File: src/rtl/cache_ctrl_pkg.sv
// Shared types and default geometry for the direct-mapped tag cache controller.
// Imported by cache_ctrl and cache_ctrl_stats.
package cache_ctrl_pkg;

   localparam int INDEX_W_DEF = 14;
   localparam int TAG_W_DEF   = 18;
   localparam int ADDR_W_DEF  = 32;

   typedef enum logic [1:0] {
      IDLE   = 2'd0,
      LOOKUP = 2'd1,
      FILL   = 2'd2,
      RESP   = 2'd3
   } state_t;

endpackage

File: src/rtl/cache_ctrl_stats.sv
// Pair of saturating hit/miss counters, each bumped by a one-cycle increment strobe.
// Built only when CACHE_CTRL_STATS_EN is defined.
module cache_ctrl_stats
   import cache_ctrl_pkg::*;
#(
   parameter int CNT_W = 32
) (
   input  logic             clk,
   input  logic             rst,
   input  logic             hit_inc,
   input  logic             miss_inc,
   output logic [CNT_W-1:0] hit_cnt,
   output logic [CNT_W-1:0] miss_cnt
);

   // Counters stick at all-ones rather than wrapping.
   always_ff @(posedge clk) begin
      if (rst) begin
         hit_cnt  <= '0;
         miss_cnt <= '0;
      end else begin
         if (hit_inc && (hit_cnt != {CNT_W{1'b1}}))
            hit_cnt <= hit_cnt + CNT_W'(1);
         if (miss_inc && (miss_cnt != {CNT_W{1'b1}}))
            miss_cnt <= miss_cnt + CNT_W'(1);
      end
   end

endmodule

File: src/rtl/cache_ctrl.sv
// Request-side controller for the direct-mapped tag cache: lookup, fill on miss, hit/miss response.
// Optional statistics counters are enabled with the CACHE_CTRL_STATS_EN macro.
module cache_ctrl
   import cache_ctrl_pkg::*;
#(
   parameter int ADDR_W  = ADDR_W_DEF,
   parameter int INDEX_W = INDEX_W_DEF,
   parameter int CNT_W   = 32
) (
   input  logic              clk,
   input  logic              rst,
   input  logic              req_valid,
   output logic              req_ready,
   input  logic [ADDR_W-1:0] req_addr,
   output logic              resp_valid,
   input  logic              resp_ready,
   output logic              resp_hit,
   output logic [ADDR_W-1:0] resp_addr,
   output logic [ADDR_W-1:0] cache_addr,
   input  logic [ADDR_W-1:0] cache_data,
   input  logic              cache_found,
   output logic              cache_we,
   output logic              cache_oe,
   output logic              err,
   output logic [CNT_W-1:0]  hit_cnt,
   output logic [CNT_W-1:0]  miss_cnt
);

   // The tag field must be non-empty for the cache geometry to make sense.
   if (INDEX_W >= ADDR_W || INDEX_W < 1) begin : g_bad_geometry
      $error("cache_ctrl: INDEX_W must be in 1..ADDR_W-1");
   end

   state_t            state;
   state_t            next;
   logic [ADDR_W-1:0] addr_q;
   logic              hit_q;
   logic              err_q;

   // State, captured address, hit flag and sticky readback error.
   always_ff @(posedge clk) begin
      if (rst) begin
         state  <= IDLE;
         addr_q <= '0;
         hit_q  <= 1'b0;
         err_q  <= 1'b0;
      end else begin
         state <= next;
         if (state == IDLE && req_valid)
            addr_q <= req_addr;
         if (state == LOOKUP) begin
            hit_q <= cache_found;
            if (cache_found && (cache_data != addr_q))
               err_q <= 1'b1;
         end
      end
   end

   // Output enable stays low here; the readback half-cycle strobe is produced at the top level.
   always_comb begin
      next       = state;
      req_ready  = 1'b0;
      resp_valid = 1'b0;
      cache_we   = 1'b0;
      cache_oe   = 1'b0;
      case (state)
         IDLE: begin
            req_ready = !rst;
            if (req_valid)
               next = LOOKUP;
         end
         LOOKUP: begin
            next = cache_found ? RESP : FILL;
         end
         FILL: begin
            cache_we = 1'b1;
            next     = RESP;
         end
         RESP: begin
            resp_valid = 1'b1;
            if (resp_ready)
               next = IDLE;
         end
         default: next = IDLE;
      endcase
   end

   assign cache_addr = addr_q;
   assign resp_addr  = addr_q;
   assign resp_hit   = hit_q;
   assign err        = err_q;

`ifdef CACHE_CTRL_STATS_EN
   logic resp_fire;
   assign resp_fire = resp_valid && resp_ready;

   cache_ctrl_stats #(
      .CNT_W(CNT_W)
   ) u_stats (
      .clk      (clk),
      .rst      (rst),
      .hit_inc  (resp_fire && hit_q),
      .miss_inc (resp_fire && !hit_q),
      .hit_cnt  (hit_cnt),
      .miss_cnt (miss_cnt)
   );
`else
   assign hit_cnt  = '0;
   assign miss_cnt = '0;
`endif

endmodule

File: config.mk
export PLATFORM = sky130hd
export DESIGN_NAME = cache_ctrl
export DESIGN_NICKNAME = d
export VERILOG_FILES = /design/src/rtl/cache_ctrl_pkg.sv /design/src/rtl/cache_ctrl_stats.sv /design/src/rtl/cache_ctrl.sv
export SDC_FILE = /design/constraint.sdc
export NUM_CORES = 1
export LEC_CHECK = 0
export ABC_AREA = 1
export BUFFER_PORTS_ARGS = -buffer_cell sky130_fd_sc_hd__buf_2
export CORE_ASPECT_RATIO = 0.75
export CORE_UTILIZATION = 40
export CTS_BUF_LIST = sky130_fd_sc_hd__clkbuf_16
export DETAILED_ROUTE_END_ITERATION = 12
export PLACE_DENSITY_LB_ADDON = 0.2
export SLEW_MARGIN = 20
export SYNTH_ARGS = -nofsm -noshare
export SYNTH_HDL_FRONTEND = slang
export SYNTH_SLANG_ARGS = --single-unit
export TNS_END_PERCENT = 1
File: constraint.sdc
create_clock -name clk -period 1.7 [get_ports clk]
set_clock_uncertainty 0.15 [all_clocks]
set_input_delay 0 -clock clk [delete_from_list [all_inputs] [get_ports clk]]
set_output_delay 0 -clock clk [all_outputs]
set_load 0.05 [all_outputs]
# == Yosys cells after proc, flatten, opt, wreduce, memory -nomap -nowiden ==
# Index checks and enable logic that the tools add are counted.
# W data, S select, Z words.
# classes
muxes,7
reduce_logical,6
eq_ne,6
# op_table
operator,count
$ne A32 B32 Y1,1
$pmux W2 S4,1
$eq A2 B2 Y1 const B,2
$mux W1,4
$mux W2,2
$ne A2 B2 Y1 const B,2
$reduce_and A2 Y1,2
$eq A2 B1 Y1 const B,1
$logic_and A1 B1 Y1,2
$logic_not A2 Y1,1
$logic_not A1 Y1,1
# word_totals
word_cells,23
ff_bits,36
input_bits,69
output_inout_bits,134

# == Longest topological paths before layout ==
# logic_depth
depth_word,3
mapped_depth,10
depth_no_buf,10

# == Worst setup path after synthesis ==
# No wires, ideal clock.
# synth_timing
path_type,register to register
from,register state[0]
to,register state[0]
slack_ns,0.073
n_path_buf,0
arrival_ns,1.357
period_less_slack_ns,1.627
t_required_ns,1.430
setup_ns,0.120
stages_incl_launch_ff,6
path_cell_list,dfxtp_1 > ha_1 > inv_1 > o22ai_1 > o21bai_1 > a21oi_1
# synth_between
elab_chain_len,3
word_cells_on_any_way,8
classes_between,eq/ne (5); mux (1); reduce/logical (2)
# synth_rtl
element,line,text
"start, declared",cache_ctrl.sv:34,state_t state;
"start signal, assigned",cache_ctrl.sv:48,state <= next;
$eq A2 B2 Y1 / $logic_not A2 Y1 (equally long branches),cache_ctrl.sv:66,case (state)
$ne A2 B2 Y1 (no line),--,
$reduce_and A2 Y1 (no line),--,
# Several ways; a longest one is shown, not always the timed one.
# A chain may end at the register's enable or synchronous reset.

# == Worst setup path in the final report ==
# layout_timing
from,register state[0]
to,"register addr_q[5], in the netlist cache_addr[5]"
# layout_between
elab_chain_len,2
# layout_rtl
element,line,text
$logic_not A2 Y1,cache_ctrl.sv:49,if (state == IDLE && req_valid)
$logic_and A1 B1 Y1,cache_ctrl.sv:49,
"end signal, assigned",cache_ctrl.sv:50,addr_q <= req_addr;
"end, declared",cache_ctrl.sv:36,logic [ADDR_W-1:0] addr_q;
# Every way passes these cells.

==> results.sh <==
export IMPL_dp_cells=533
export IMPL_clk_pin_slew_ns=0.06
export IMPL_dpl_hpwl_mm=4.320
export IMPL_rr_worst_depth=6
export IMPL_drv_cap=0
export IMPL_leakage_uw=0.001810
export IMPL_pwr_share_comb_pct=54.8
export IMPL_cts_sinks=36
export IMPL_crit_fanout=22
export IMPL_synth_edf_count=0
export IMPL_grtUsageTotal_pct=16.98
export IMPL_ys_warn_count=0
export IMPL_cts_tree="yes"
export IMPL_setup_ws_ns=0.1705
export IMPL_p_switching_uw=2577
export IMPL_grt_pass1_wl_mm=8.838
export IMPL_r2r_end="cache_addr[5]$_SDFFE_PP0P_"
export IMPL_drtIter0Drc=54
export IMPL_synth_area_um2=2546
export IMPL_hp_start="rst"
export IMPL_initial_core_util_pct=42.61
export IMPL_post_cts_buffers=0
export IMPL_irDropWorstVdd_v=0.0008049
export IMPL_fin_crit_ns=1.529
export IMPL_power_density_nw_per_um2=1476
export IMPL_synthDistinctLibCells=16
export IMPL_sw_frac_of_total_pct=52.44
export IMPL_portBuffers=137
export IMPL_firstDrtPassIters=4
export IMPL_worstHoldPathCells=2
export IMPL_gp_congestion=0.7271
export IMPL_cp_required_ns=1.74
export IMPL_reg2reg_slack_ns=0.17
export IMPL_fin_cells=576
export IMPL_cts_buffers=5
export IMPL_p_int_uw=2338
export IMPL_postLayoutCellArea_um2=3331
export IMPL_hold_path_class="input port to flip-flop"
export IMPL_wl_met2_mm=2.871
export IMPL_die_area_um2=6692
export IMPL_drt_met1_wl_mm=2.620
export IMPL_cts_repair_resize_count=0
export IMPL_yosysMostFrequentCell="buf_4"
export IMPL_grt_pass1_vias=1956
export IMPL_wl_mm=5.892
export IMPL_postCtsHoldBufs=35
export IMPL_highest_layer="met4"
export IMPL_syn_to_final_growth_pct=30.81
export IMPL_core_um2=5976
export IMPL_arrival_ns=1.57
export IMPL_crit_path_end_kind="flip-flop"
export IMPL_async_flop_share_pct=0
export IMPL_die_x_um=94.13
export IMPL_ant_nets=0
export IMPL_hold_violations=0
export IMPL_setup_viol=0
export IMPL_p_seq_share_pct=24.5
export IMPL_synthTopCellsByArea="buf_4, dfxtp_1, nand2_1"
export IMPL_outcome="finished clean"
export IMPL_cts_path_max_buffers=2
export IMPL_n_fill_cell=586
export IMPL_post_place_ws_ns=0.1822
export IMPL_fp_dieH_um=71.10
export IMPL_critical_path_class="flip-flop to flip-flop"
export IMPL_clock_power_share_pct=20.6
export IMPL_yosys_area_top_type="buf_4"
export IMPL_synth_top_cell_area_share_pct=29.19
export IMPL_synth_avg_cell_area_um2=7.132
export IMPL_via_count=2288
export IMPL_synth_seq_cells=36
export IMPL_drc=0
export IMPL_grt_max_degree=25
export IMPL_grt_setup_unrepaired="no"
export IMPL_dpl_cell_area_um2=2816
export IMPL_clk_latency_ns=0.27
export IMPL_htreeDepth=2
export IMPL_via_per_inst=3.972
export IMPL_wl_met3_um=358
export IMPL_diodes=0
export IMPL_fmax_ghz=0.6538
export IMPL_synth_ff_type="dfxtp_1"
export IMPL_power_total_uw=4915
export IMPL_io_pins=203
export IMPL_globalRouteOverflowTotal=0
export IMPL_worstHoldEndpoint="cache_addr[13]$_SDFFE_PP0P_"
export IMPL_nNetsFinal=571
export IMPL_wl_per_cell_um=10.23
export IMPL_r2r_start="state[0]$_SDFFE_PP0P_"
export IMPL_drive_gt1_share_pct=30.12
export IMPL_cts_root_buf="clkbuf_16"
export IMPL_rows=24
export IMPL_crit_path_start_kind="flip-flop"
export IMPL_drv_slew=0
export IMPL_synth_seq_area_share_pct=28.30
export IMPL_timing_final_crit_share_pct=89.97
export IMPL_synth_commonest_cells="buf_4, nand2_1, dfxtp_1"
export IMPL_antenna_found_initial=0
export IMPL_synthCells=357
export IMPL_fin_tns_setup_ns=0
critical path, stage by stage, from the launching register on:
cell	delay [ns]
dfxtp_1	0.40
inv_1	0.11
ha_1	0.23
nand2_2	0.08
buf_4	0.25
nor2_1	0.06
a211oi_1	0.16
placed cells by master (no fill, tap or decap):
master	synthesis	routed
a211oi_1	10	10
a21oi_1	26	26
buf_2	8	137
buf_4	99	4
bufinv_16	0	1
clkbuf_16	0	5
clkinv_2	0	1
conb_1	1	65
dfxtp_1	36	36
dlygate4sd3_1	0	35
ha_1	5	5
inv_1	25	26
inv_2	1	1
nand2_1	97	97
nand2_2	1	1
nor2_1	22	22
o21ai_0	1	1
o21bai_1	1	1
o22ai_1	1	1
xnor2_1	23	23
power by group through the flow:
stage / sequential [uW] / clock [uW] / combinational, uW
after floorplan: 1740 / 0 / 1910
after detailed placement: 1220 / 0 / 2630
final: 1210 / 1010 / 2690
after global routing: 1240 / 1070 / 2880
after global placement: 1220 / 0 / 2630
after CTS: 1210 / 1050 / 2710
per-layer routing:
layer / up-vias / global-route usage [%]
li1: 1211 / -
met1: 976 / 21.18
met2: 96 / 29.52
met3: 5 / 3.656
met4: 0 / 4.615
met5: - / 0
kinds of logic (layout without fill, tap and decap cells):
family	Yosys count	count (layout)	synth area share [%]
simple gates	120	120	17.79
compound gates	39	39	8.796
fa+ha+maj	5	5	2.457
xor+xnor	23	23	7.911
flops	36	36	28.30
other cells	1	65	0.1473
buf+inv	133	210	34.59
worst max-delay path by stage:
stage	from	end	slack, ns	cells after the start
after floorplan	state[0]$_SDFFE_PP0P_	state[0]$_SDFFE_PP0P_	0.07	5
after global placement	state[0]$_SDFFE_PP0P_	cache_addr[5]$_SDFFE_PP0P_	0.22	6
after detailed placement	state[0]$_SDFFE_PP0P_	cache_addr[15]$_SDFFE_PP0P_	0.18	6
after CTS	state[0]$_SDFFE_PP0P_	cache_addr[15]$_SDFFE_PP0P_	0.17	6
after global routing	state[0]$_SDFFE_PP0P_	cache_addr[5]$_SDFFE_PP0P_	0.02	6
final	state[0]$_SDFFE_PP0P_	cache_addr[5]$_SDFFE_PP0P_	0.17	6
cell type report:
cell class	count	area (um^2)	area share, %
repair buffers	176	1066	32.01
flip-flops and latches	36	720.7	21.64
inverters	26	97.59	2.930
clock buffers	5	125.1	3.757
multi-input cells	252	1185	35.57
well taps	78	97.59	2.930
clock inverters	3	38.79	1.165
through the flow:
step / hold slack [ns] / utilization, %
2_1_floorplan: -0.007230 / -
3_3_place_gp: 0.09968 / 47.13
3_5_place_dp: 0.1058 / 47.13
4_1_cts: 0.03181 / 55.74
5_1_grt: 0.04658 / 55.74
6_report: 0.02463 / 55.74
sequential cells by signal (all words and copies together) (netlist names):
register,cells
state,2
cache_addr,32
err,1
resp_hit,1
(Power assumes the default switching activity.)
